--- src/rtl/regfile_arbiter_pkg.sv ---
// Shared definitions for the card regfile arbiter: card entry geometry,
// read-sequencer state encodings and fixed writer slot assignments.
package regfile_arbiter_pkg;

    localparam int unsigned CARD_ADDR_W = 6;
    localparam int unsigned CARD_DATA_W = 8;

    localparam logic [1:0] RD_IDLE   = 2'd0;
    localparam logic [1:0] RD_SCAN   = 2'd1;
    localparam logic [1:0] RD_SINGLE = 2'd2;

    localparam int unsigned WR_COLORS = 0;
    localparam int unsigned WR_STATE  = 1;

endpackage

--- src/rtl/regfile_arbiter_rr.sv ---
// Round-robin grant: picks the first request at or after the pointer
// (wrapping) and reports where the pointer moves to.
module rr_arbiter
    import regfile_arbiter_pkg::*;
#(
    parameter int unsigned NUM_REQ = 2,
    parameter int unsigned PTR_W   = 1
) (
    input  logic [NUM_REQ-1:0] req,
    input  logic [PTR_W-1:0]   ptr,
    output logic [NUM_REQ-1:0] gnt,
    output logic [PTR_W-1:0]   next_ptr
);

    int unsigned idx;
    logic        found;

    always_comb begin
        gnt      = '0;
        next_ptr = ptr;
        found    = 1'b0;
        idx      = 0;
        for (int unsigned k = 0; k < NUM_REQ; k++) begin
            idx = (32'(ptr) + k) % NUM_REQ;
            if (!found && req[idx]) begin
                gnt[idx] = 1'b1;
                next_ptr = PTR_W'((idx + 1) % NUM_REQ);
                found    = 1'b1;
            end
        end
    end

endmodule

--- src/rtl/regfile_arbiter.sv ---
// Owns both regfile ports: round-robin write sharing plus a read sequencer
// for full-board scans and single-card lookups.
module regfile_arbiter
    import regfile_arbiter_pkg::*;
#(
    parameter int unsigned NUM_REQ = 2,
    parameter int unsigned ADDR_W  = CARD_ADDR_W,
    parameter int unsigned DATA_W  = CARD_DATA_W
) (
    input  logic                      clk,
    input  logic                      rst,
    input  logic [ADDR_W-1:0]         num_of_cards,
    input  logic [NUM_REQ-1:0]        w_req,
    input  logic [NUM_REQ*ADDR_W-1:0] w_addr,
    input  logic [NUM_REQ*DATA_W-1:0] w_data,
    output logic [NUM_REQ-1:0]        w_gnt,
    input  logic                      scan_start,
    output logic                      scan_busy,
    output logic                      scan_valid,
    output logic [ADDR_W-1:0]         scan_index,
    output logic                      scan_done,
    input  logic                      rd_req,
    input  logic [ADDR_W-1:0]         rd_addr,
    output logic                      rd_ack,
    output logic                      rf_w_en,
    output logic [ADDR_W-1:0]         rf_w_addr,
    output logic [DATA_W-1:0]         rf_w_data,
    output logic [ADDR_W-1:0]         rf_r_addr,
    input  logic [DATA_W-1:0]         rf_r_data
);

    localparam int unsigned PTR_W = (NUM_REQ > 1) ? $clog2(NUM_REQ) : 1;

    logic [PTR_W-1:0]   rr_ptr;
    logic [PTR_W-1:0]   rr_next;
    logic [NUM_REQ-1:0] gnt_raw;
    logic               win_any;
    logic [ADDR_W-1:0]  win_addr;
    logic [DATA_W-1:0]  win_data;

    rr_arbiter #(
        .NUM_REQ (NUM_REQ),
        .PTR_W   (PTR_W)
    ) u_rr (
        .req      (w_req),
        .ptr      (rr_ptr),
        .gnt      (gnt_raw),
        .next_ptr (rr_next)
    );

    assign w_gnt   = rst ? gnt_raw : '0;
    assign win_any = |w_gnt;

    always_comb begin
        win_addr = '0;
        win_data = '0;
        for (int unsigned i = 0; i < NUM_REQ; i++) begin
            if (w_gnt[i]) begin
                win_addr = win_addr | w_addr[i*ADDR_W +: ADDR_W];
                win_data = win_data | w_data[i*DATA_W +: DATA_W];
            end
        end
    end

    always_ff @(posedge clk or negedge rst) begin
        if (!rst) begin
            rr_ptr    <= '0;
            rf_w_en   <= 1'b0;
            rf_w_addr <= '0;
            rf_w_data <= '0;
        end else begin
            rf_w_en <= win_any;
            rr_ptr  <= rr_next;
            if (win_any) begin
                rf_w_addr <= win_addr;
                rf_w_data <= win_data;
            end
        end
    end

    logic [1:0]        state;
    logic [ADDR_W-1:0] cnt;
    logic [ADDR_W-1:0] last_idx;
    logic              iss_scan;
    logic              iss_last;
    logic              iss_single;
    logic              defer;
    logic              scan_pend;
    logic              scan_req;
    logic              start_scan;
    logic              start_rd;
    logic              rd_hazard;

    // A scan may also launch straight out of SINGLE on the rd_ack cycle.
    assign last_idx   = num_of_cards - ADDR_W'(1);
    assign scan_req   = scan_start | scan_pend;
    assign start_scan = scan_req && ((state == RD_IDLE && !scan_busy) ||
                                     (state == RD_SINGLE && rd_ack));
    assign start_rd   = (state == RD_IDLE) && !scan_busy && !scan_req && rd_req;
    assign rd_hazard  = win_any && (win_addr == rd_addr);

    always_ff @(posedge clk or negedge rst) begin
        if (!rst) begin
            state      <= RD_IDLE;
            cnt        <= '0;
            iss_scan   <= 1'b0;
            iss_last   <= 1'b0;
            iss_single <= 1'b0;
            defer      <= 1'b0;
            scan_pend  <= 1'b0;
            scan_busy  <= 1'b0;
            scan_valid <= 1'b0;
            scan_index <= '0;
            scan_done  <= 1'b0;
            rd_ack     <= 1'b0;
            rf_r_addr  <= '0;
        end else begin
            iss_scan   <= 1'b0;
            iss_last   <= 1'b0;
            iss_single <= 1'b0;
            scan_valid <= iss_scan;
            scan_done  <= iss_last;
            rd_ack     <= iss_single;
            if (iss_scan)
                scan_index <= rf_r_addr;
            if (scan_done)
                scan_busy <= 1'b0;
            if (state == RD_SINGLE && scan_start)
                scan_pend <= 1'b1;

            if (start_scan) begin
                scan_pend <= 1'b0;
                scan_busy <= 1'b1;
                if (num_of_cards == '0) begin
                    scan_done <= 1'b1;
                    state     <= RD_IDLE;
                end else begin
                    rf_r_addr <= '0;
                    iss_scan  <= 1'b1;
                    cnt       <= ADDR_W'(1);
                    if (last_idx == '0) begin
                        iss_last <= 1'b1;
                        state    <= RD_IDLE;
                    end else begin
                        state <= RD_SCAN;
                    end
                end
            end else if (start_rd) begin
                state <= RD_SINGLE;
                // Same-cycle write to this address: read one cycle later.
                if (rd_hazard) begin
                    defer <= 1'b1;
                end else begin
                    rf_r_addr  <= rd_addr;
                    iss_single <= 1'b1;
                end
            end else begin
                case (state)
                    RD_SCAN: begin
                        rf_r_addr <= cnt;
                        iss_scan  <= 1'b1;
                        cnt       <= cnt + ADDR_W'(1);
                        if (cnt == last_idx) begin
                            iss_last <= 1'b1;
                            state    <= RD_IDLE;
                        end
                    end
                    RD_SINGLE: begin
                        if (defer) begin
                            rf_r_addr  <= rd_addr;
                            iss_single <= 1'b1;
                            defer      <= 1'b0;
                        end else if (rd_ack) begin
                            state <= RD_IDLE;
                        end
                    end
                    default: ;
                endcase
            end
        end
    end

endmodule

--- config.mk ---
export PLATFORM = sky130hd
export DESIGN_NAME = regfile_arbiter
export DESIGN_NICKNAME = d
export VERILOG_FILES = /design/src/rtl/regfile_arbiter_pkg.sv /design/src/rtl/regfile_arbiter_rr.sv /design/src/rtl/regfile_arbiter.sv
export SDC_FILE = /design/constraint.sdc
export NUM_CORES = 1
export LEC_CHECK = 0
export ABC_AREA = 1
export CAP_MARGIN = 20
export CORE_UTILIZATION = 40
export CTS_CLUSTER_DIAMETER = 50
export CTS_CLUSTER_SIZE = 25
export DETAILED_ROUTE_END_ITERATION = 12
export HOLD_SLACK_MARGIN = 0.02
export PLACE_DENSITY = 0.72
export SLEW_MARGIN = 20
export SYNTH_ARGS = -nofsm -noshare
export SYNTH_HDL_FRONTEND = slang
export SYNTH_SLANG_ARGS = --single-unit
--- constraint.sdc ---
create_clock -name clk -period 2.2 [get_ports clk]
set_input_delay 0.66 -clock clk [delete_from_list [all_inputs] [get_ports clk]]
set_output_delay 0.66 -clock clk [all_outputs]
set_load 0.005 [all_outputs]
# After elaboration in Yosys (flattened, before gate mapping)
# Cells that the tools add are included.
# op_classes
n_bitwise	5
addsub	4
muxes	60
n_reduce_logical	28
eq_ne	12
magnitude_cmp	4
# ops
operator	count
$mux W6	11
$mux W1	35
$mux W2	8
$mux W8	2
$ne A4 B4 Y1 const B	4
$eq A6 B6 Y1	2
$logic_not A6 Y1	2
$pmux W6 S2	1
$logic_and A1 B1 Y1	10
$reduce_bool A2 Y1	5
$or A8 B8 Y8	1
$reduce_and A4 Y1	2
$add A6 B1 Y6 const B	1
$or A6 B6 Y6	1
$reduce_and A3 Y1	2
$sub A6 B1 Y6 const B	1
$lt A1 B2 Y1 const B	2
$ne A2 B2 Y1 const B	2
$pmux W2 S2	1
$reduce_bool A4 Y1	1
$logic_not A1 Y1	3
$ne A3 B3 Y1 const B	1
$add A1 B1 Y1 const B	2
$demux W1 S1	2
other kinds (10)	11
# totals
register_bits	45
output_inout_bits	33
in_bits	54
word_cells	130

# Depth between registers and ports, before layout
# Gate-level depths: netlist (run 1).
# logic_depth
word_depth	16
depth_mapped	13
ltp_nobuf	13

# Cells and area by module
# From an unflattened synthesis (run 1), not the netlist that was laid out.
# hier_totals
hier_cells	332
area_unflattened_um2	2582.5
# modules_own_cells
mod	seq_area_each_um2	area_each_um2	cells_each	instances
regfile_arbiter	1126.1	2547.4	324	1
rr_arbiter	0.0	35.0	8	1

# Worst setup path after synthesis (run 1)
# Ideal clock, no wire load.
# synth_timing
path_type	input port to flip-flop
startpoint	input port num_of_cards[0]
endpoint	register state[0]
stages	12
setup_time_ns	0.118
arrival_ns	1.790
n_path_buf	0
path_slack_ns	0.292
required_time_ns	2.082
path_cell_list	inv_1 > ha_1 > xnor2_1 > inv_1 > nand2_1 > nand2_1 > nor3_1 > nand2_1 > nand2_1 > nand2_1 > nand2_1 > nand2_1
# synth_between
elab_chain_len	5
word_cells_on_any_way	9
classes_between	add/sub (1); eq/ne (2); mux (3); reduce/logical (3)
# synth_rtl
element	line_no	source
start: declaration	regfile_arbiter.sv:12	input logic [ADDR_W-1:0] num_of_cards,
parallel branches: the longest is 5 deep, another holds $sub A6 B1 Y6	n/a	
end signal: assignment	regfile_arbiter.sv:136	state <= RD_IDLE;
end signal: assignment	regfile_arbiter.sv:143	state <= RD_IDLE;
end signal: assignment	regfile_arbiter.sv:145	state <= RD_SCAN;
end: declaration	regfile_arbiter.sv:81	logic [1:0] state;
# Several ways; the timed one is not identified.
# A chain may end at the register's enable or synchronous reset.

# Worst setup path in the final report (run 1)
# layout_timing
startpoint	input port w_req[0]
endpoint	output port w_gnt[0]
# layout_between
elab_chain_len	7
word_cells_on_any_way	11
classes_between	mux (8); bitwise (1); reduce/logical (2)
# layout_rtl
element	line_no	source
start: declaration	regfile_arbiter.sv:13	input logic [NUM_REQ-1:0] w_req,
$mux W1 (not written as such) (2 in series)	regfile_arbiter_rr.sv:25	if (!found && req[idx]) begin
$mux W1	regfile_arbiter_rr.sv:25	
$logic_not A1 Y1	regfile_arbiter_rr.sv:25	
$logic_and A1 B1 Y1	regfile_arbiter_rr.sv:25	
$mux W2 *	regfile_arbiter_rr.sv:25	
$mux W2 *	regfile_arbiter.sv:51	assign w_gnt = rst ? gnt_raw : '0;
end: declaration	regfile_arbiter.sv:16	output logic [NUM_REQ-1:0] w_gnt,
# Every way passes the cells marked *; elsewhere a longest branch is shown, timed or not. The select of a mux whose other input is x is not followed.

==> metrics.md, run 1 <==
| Metric | Value |
|---|---|
| Primary FF master, synth | `dfrtp_1` |
| DP Wirelength | `5.26 mm` |
| ANT nets after route | `0` |
| RSZ-0062 raised after global routing | `false` |
| Largest cells by area after synthesis | `dfrtp_1 45%, nand2_1 15%, nand3_1 10%` |
| CTS buffer count | `5` |
| R2r endpoint | `state[0]$_DFFE_PN0P_` |
| Grt total ovfl | `0` |
| Register area share after synthesis | `45.2%` |
| Pwr dens | `881 nW/um^2` |
| Post-route DRC | `0` |
| CTS max path bufs | `2` |
| Critical path depth | `6` |
| CP startpoint kind | `input port` |
| Worst path cell trace | `dlygate4sd2_1 > nand2_1 > inv_2 > nand2_1 > clkinv_1 > dlygate4sd2_1` |
| YS warnings | `0` |
| Vert. Die Dim | `80.9 um` |
| Vias/cell | `4.83` |
| Yosys reg bits | `45` |
| Syn Nets | `375` |
| Largest net degree at the start of global routing | `31` |
| Clock Skews | `0.0118 ns` |
| Logic pwr share | `45.4%` |
| Register area | `1130 um^2` |
| Wirelength per Cell | `12.5 um` |
| Commonest cells after routing, fill and taps aside | `102 x nand2_1, 71 x clkdlybuf4s50_1, 51 x nand3_1` |
| Reg power frac | `38.6%` |
| CTS tree | `yes` |
| Final Hold Fails | `0` |
| Clk slew on worst S/H paths | `0.09 ns` |
| Slowest stage delay, CP | `0.27 ns` |
| ANT cells | `0` |
| Post-layout min period | `2.10 ns` |
| DRT iter0 DRCs | `114` |
| Row cnt | `28` |
| Mapped Area | `2490 um^2` |
| Outcome | `complete, no violations` |
| Setup Crit Path Kind | `in2out` |
| I/O Buffers | `78` |
| Nets | `493` |
| Global-route wire length before repair | `10.8 mm` |
| Placer congestion estimate | `0.820` |
| Sink Count | `45` |
| DRT Pass-1 Iters | `4` |
| Async set-or-reset flop fraction in the synthesized netlist | `100%` |
| Layout cell share with drive strength beyond 1 | `17.5%` |
| MaxCap Viol Count | `0` |
| Worst-Margin Slew | `0.384 ns` |
| Crit path from | `w_req[0]` |
| Fill cell count | `528` |
| Post-layout util | `62.6%` |
| I/O pin cnt | `87` |
| Sw Share | `36.8%` |
| Synth Area per Inst | `7.91 um^2` |
| Fmax | `0.477 GHz` |
| Tot GR Track Use | `21.8%` |
| CP Buf/Inv Count | `4` |
| Worst Path Arrival | `1.44 ns` |
| CP top delay family | `buffers and inverters` |
| Setup TNS | `0 ns` |
| Initial core utilization | `41.8%` |
| Hold WS | `0.326 ns` |
| Slew Limit Fails | `0` |
| H-tree levels | `2` |
| Reg2Reg Depth | `11` |
| Design Area, Final | `3730 um^2` |
| Core area | `5960 um^2` |
| Syn Inst Count | `315` |
| Die Area | `6550 um^2` |
| Worst R2R Setup Slack | `0.41 ns` |
| Vias in the first global route | `2377` |
| NetSw | `1.21 mW` |
| R2r startpoint | `state[0]$_DFFE_PN0P_` |
| Area of the multi-input gates | `1240 um^2` |
| Share of the synthesized area in the top cell type | `45.2%` |
| Cts hold-fix bufs | `0` |
| Slew HR | `74.4%` |
| P&R area growth vs syn | `49.6%` |
| End of the critical path | `w_gnt[0]` |
| Placed cell count | `499` |
| Leading area contributor after synthesis | `dfrtp_1` |
| Hold WC Path Type | `in2async` |
| Via count | `2457` |
| Root Driver | `clkbuf_8` |
| Int Pwr | `2.08 mW` |
| Worst IR Drop VDD | `553 uV` |
| CP max-delay cell | `dlygate4sd2_1` |
| Critical path peak fanout | `2` |
| Netlist cell types | `32` |
| Most common cell after layout, fill and taps aside | `nand2_1` |
| Area post-placement | `3600 um^2` |
| Tcrit/Tclk final | `95.3%` |
| Setup crit end kind | `primary output` |
| Post-synth EDFFs | `0` |
| Die X | `80.9 um` |
| Worst-skew pair later-pin latency | `0.31 ns` |
| Initial antenna violation count | `0` |
| Final setup fails | `0` |
| Clk network pwr share | `16.0%` |
| Post-route insts no fill | `509` |
| Post-Route WL | `6.39 mm` |
| Worst EP required | `1.54 ns` |
| P_leak | `1.90 nW` |
-- registers in the layout (all words and copies together) (netlist names) --
signal	flops
rf_r_addr	6
scan_valid	1
rr_ptr	1
state	2
cnt	6
rd_ack	1
rf_w_data	8
scan_index	6
scan_done	1
rf_w_addr	6
rf_w_en	1
iss_single	1
defer	1
scan_busy	1
scan_pend	1
iss_last	1
iss_scan	1
-- cell type report --
| cell class | instances | area share (%) |
|---|---|---|
| multi-input combinational | 233 | 33.4 |
| sequential | 45 | 30.2 |
| timing repair buffer | 114 | 28.1 |
| inverter | 34 | 3.46 |
| tap | 75 | 2.52 |
| clock buffer | 5 | 1.85 |
| clock inverter | 3 | 0.570 |
-- power by group through the flow --
stage | sequential [mW] | clock (mW) | combinational (mW)
6_report | 1.27 | 0.524 | 1.49
5_1_grt | 1.31 | 0.575 | 1.68
4_1_cts | 1.27 | 0.539 | 1.48
3_5_place_dp | 1.29 | 0 | 1.48
3_3_place_gp | 1.26 | 0 | 1.44
2_1_floorplan | 1.24 | 0 | 0.812
-- metal layers --
metal / wire length (um) / GRT usage, %
met1: 2950 / 27.1
met2: 3120 / 37.1
met3: 180 / 4.94
met4: 136 / 7.32
met5: 0 / 0
-- worst min path at each step --
stage	cells past startpoint	slack [ns]	to	from
4_1_cts	2	0.33	rf_w_addr[2]$_DFFE_PN0P_	rst
6_report	2	0.33	rf_w_addr[2]$_DFFE_PN0P_	rst
3_3_place_gp	0	0.33	rd_ack$_DFF_PN0_	iss_single$_DFF_PN0_
5_1_grt	2	0.33	rf_w_addr[2]$_DFFE_PN0P_	rst
3_5_place_dp	0	0.34	rd_ack$_DFF_PN0_	iss_single$_DFF_PN0_
2_1_floorplan	0	0.33	rd_ack$_DFF_PN0_	iss_single$_DFF_PN0_
-- cells in the mapped netlist, types with 3 or more instances --
master	instances
nand2_1	102
nand3_1	51
dfrtp_1	45
inv_1	29
nor2_1	15
o21ai_0	15
a21oi_1	8
ha_1	6
mux2_2	6
nand2_2	4
nor2_2	4
inv_2	3
nand2_4	3
xor2_1	3
-- per-stage QoR --
stage          setup WS [ns]  total power, mW
2_1_floorplan          0.292             2.05
3_3_place_gp          -0.337             2.70
3_5_place_dp          -0.353             2.77
4_1_cts               0.0213             3.29
5_1_grt               0.0146             3.56
6_report               0.104             3.29
-- cell families after synthesis --
| kind of cell | Yosys count | synth area share (%) |
|---|---|---|
| fa+ha+maj | 6 | 3.01 |
| xor+xnor | 4 | 1.41 |
| mux | 6 | 2.71 |
| buf+inv | 37 | 5.62 |
| flops | 45 | 45.2 |
| simple gates | 187 | 34.7 |
| compound gates | 30 | 7.38 |
-- repair_timing --
item | CTS | global route
buffers inserted | 0 | 2
gates resized for setup | 5 | 7
endpoints found under the setup margin | 2 | 4
pin swaps | 1 | 5
-- worst reg2reg max path: cells and delay by family, from the launching register on --
family	cells	cell delay, ns
and+or+nand+nor	4	0.27
AOI/OAI and AO/OA	2	0.32
DFF	1	0.41
adders and majority gates	1	0.23
buffers and inverters	4	0.44
Power figures use the tool's default switching activity.
==> run 2, diff against run 1 <==
- ABC_AREA: 1 -> default
- PLACE_DENSITY: 0.72 -> 0.73
==> run 2 against run 1 <==
The run now ends with setup timing left. Die area fell by 2.5%. Area after synthesis decreased by 2.6%. Final area grew 6.5%. Global-route usage grew 1.4 points. Clock power grew 17%. Sequential share of layout area down 1.8 points.
==> metrics.md, run 2 <==
| Metric | Value |
|---|---|
| Outcome | `complete, but fails checks` |
| Failing checks | `setup timing` |
| Largest net degree at the start of global routing | `25` |
| Final setup fails | `6` |
| Sink Count | `45` |
| Setup crit end kind | `register` |
| R2r endpoint | `rf_r_addr[4]$_DFFE_PN0P_` |
| Root Driver | `clkbuf_8` |
| Share of the synthesized area in the top cell type | `46.4%` |
| NetSw | `1.15 mW` |
| Fmax | `0.434 GHz` |
| CTS max path bufs | `2` |
| Vert. Die Dim | `79.9 um` |
| Synth Area per Inst | `10.2 um^2` |
| Int Pwr | `2.37 mW` |
| Reg power frac | `35.1%` |
| Reg2Reg Depth | `8` |
| I/O Buffers | `78` |
| Placer congestion estimate | `0.837` |
| DRT Pass-1 Iters | `4` |
| Setup Crit Path Kind | `reg2reg` |
| Syn Inst Count | `238` |
| Final Total Pwr | `3.52 mW` |
| Clk slew on worst S/H paths | `0.09 ns` |
| Nets | `431` |
| Die Area | `6380 um^2` |
| Worst Path Arrival | `2.49 ns` |
| Hold WC Path Type | `reg2reg` |
| Worst EP required | `2.38 ns` |
| Post-Route WL | `7.39 mm` |
| Most common cell in the netlist | `dfrtp_1` |
| Final Hold Fails | `0` |
| Top cells by count, synth | `45 x dfrtp_1, 25 x nand2_1, 19 x inv_1` |
| Tcrit/Tclk final | `105%` |
| Fill cell count | `428` |
| Worst R2R Setup Slack | `-0.10 ns` |
| Register area | `1130 um^2` |
| Register area share after synthesis | `46.4%` |
| YS warnings | `0` |
| R2r startpoint | `rr_ptr$_DFFE_PN0P_` |
| DP Wirelength | `5.03 mm` |
| Logic pwr share | `47.6%` |
| Syn Nets | `298` |
| Pwr dens | `887 nW/um^2` |
| RSZ-0062 raised after global routing | `true` |
| CTS tree | `yes` |
| Initial antenna violation count | `1` |
| Netlist cell types | `47` |
| Slew Limit Fails | `0` |
| Tot GR Track Use | `23.2%` |
| Clk network pwr share | `17.4%` |
| Leading area contributor after synthesis | `dfrtp_1` |
| Slew HR | `71.4%` |
| Die X | `79.9 um` |
| Grt total ovfl | `0` |
| P_leak | `1.83 nW` |
| Max reg flops | `8` |
| Sw Share | `32.7%` |
| DRT iter0 DRCs | `188` |
| Via count | `2373` |
| Initial core utilization | `41.2%` |
| Layout cell share with drive strength beyond 1 | `32.3%` |
| Worst-Margin Slew | `0.429 ns` |
| Async set-or-reset flop fraction in the synthesized netlist | `100%` |
| MaxCap Viol Count | `0` |
| Post-layout min period | `2.30 ns` |
| Primary FF master, synth | `dfrtp_1` |
| Vias in the first global route | `2349` |
| Post-synth EDFFs | `0` |
| P&R area growth vs syn | `63.6%` |
| Commonest cells after routing, fill and taps aside | `63 x clkdlybuf4s50_1, 53 x buf_4, 44 x dfrtp_1` |
| End of the critical path | `rf_r_addr[4]$_DFFE_PN0P_` |
| Final worst slack | `-0.105 ns` |
| ANT nets after route | `0` |
| Clock Skews | `0.0121 ns` |
| Worst IR Drop VDD | `601 uV` |
| Worst-skew pair later-pin latency | `0.30 ns` |
| Mapped Area | `2430 um^2` |
| Hold WS | `0.353 ns` |
| H-tree levels | `2` |
| Yosys reg bits | `45` |
| Area of the multi-input gates | `1370 um^2` |
| Largest cells by area after synthesis | `dfrtp_1 46%, mux2_2 6.0%, xor2_1 4.0%` |
| CP startpoint kind | `register` |
| Global-route wire length before repair | `11.4 mm` |
| I/O pin cnt | `87` |
| Core area | `5890 um^2` |
| Most common cell after layout, fill and taps aside | `clkdlybuf4s50_1` |
| Cts hold-fix bufs | `0` |
| Critical path peak fanout | `6` |
| Wirelength per Cell | `16.5 um` |
| Post-route DRC | `0` |
| CTS buffer count | `5` |
| Row cnt | `28` |
| Vias/cell | `5.31` |
| Most flop-heavy register | `rf_w_data` |
| Crit path from | `rr_ptr$_DFFE_PN0P_` |
-- run 2: cell types whose count changed after synthesis, moves of 7 or more --
cell | previous run | this run
nand2_1 | 102 | 25
nand3_1 | 51 | 5
inv_1 | 29 | 19
a222oi_1 | 0 | 8
xor2_1 | 3 | 11
mux2_2 | 6 | 13
xnor2_1 | 1 | 8
-- run 2: layout make-up --
class | count | share of cell area, %
well taps | 75 | 2.36
repair buffers | 134 | 30.3
multi-input cells | 166 | 34.4
flip-flops and latches | 45 | 28.4
clock buffers | 5 | 1.73
inverters | 19 | 1.80
diodes | 1 | 0.0630
clock inverters | 2 | 0.882
-- run 2: layer usage --
layer	part of all wire (%)	track usage, %	vias to the layer above
li1	-	-	1106
met1	43	30.0	1166
met2	50	39.2	84
met3	4.7	3.54	17
met4	2.8	8.04	0
met5	0	0	-
-- run 2: critical path: stages, from the launching register on --
cell,delay (ns)
dfrtp_2,0.45
and2b_4,0.31
buf_6,0.11
nor3_4,0.03
or3_1,0.36
a211oi_2,0.30
a41oi_4,0.16
buf_12,0.17
mux2_4,0.29
-- run 2: cell families after synthesis --
| kind of cell | share of synthesized area [%] |
|---|---|
| fa+ha+maj | 3.09 |
| buf+inv | 4.64 |
| flops | 46.4 |
| simple gates | 15.1 |
| xor+xnor | 6.86 |
| compound gates | 17.5 |
| mux | 6.44 |
-- run 2: repair_timing --
item | in CTS | in global routing
setup buffers | 8 | 9
pin swaps | 11 | 19
endpoints found under the setup margin | 17 | 13
gates resized for setup | 37 | 24
-- run 2: stage by stage --
step                TNS [ns]  setup WS [ns]  utilization (%)  cells  instance area, um^2
finish                -0.548         -0.105             67.5    447                 3970
floorplan             -0.102        -0.0171                -    238                 2460
global placement       -9.30         -0.644             60.9    423                 3580
global route          -0.818         -0.155             67.5    447                 3970
CTS                   -0.143        -0.0291             65.1    438                 3830
detailed placement    -10.60         -0.749             60.9    423                 3580
-- run 2: worst min-delay path by stage --
| stage | from | to | depth (start not counted) | slack (ns) |
|---|---|---|---|---|
| global route | iss_single$_DFF_PN0_ | rd_ack$_DFF_PN0_ | 0 | 0.36 |
| global placement | iss_single$_DFF_PN0_ | rd_ack$_DFF_PN0_ | 0 | 0.34 |
| detailed placement | iss_single$_DFF_PN0_ | rd_ack$_DFF_PN0_ | 0 | 0.34 |
| floorplan | iss_single$_DFF_PN0_ | rd_ack$_DFF_PN0_ | 0 | 0.33 |
| CTS | iss_single$_DFF_PN0_ | rd_ack$_DFF_PN0_ | 0 | 0.36 |
| finish | iss_single$_DFF_PN0_ | rd_ack$_DFF_PN0_ | 0 | 0.35 |
-- run 2: power groups by stage --
stage | registers (mW) | logic [mW] | clock network [mW]
6_report | 1.23 | 1.67 | 0.612
5_1_grt | 1.26 | 1.81 | 0.649
3_3_place_gp | 1.24 | 1.38 | 0
4_1_cts | 1.23 | 1.50 | 0.618
2_1_floorplan | 1.20 | 0.793 | 0
3_5_place_dp | 1.24 | 1.41 | 0
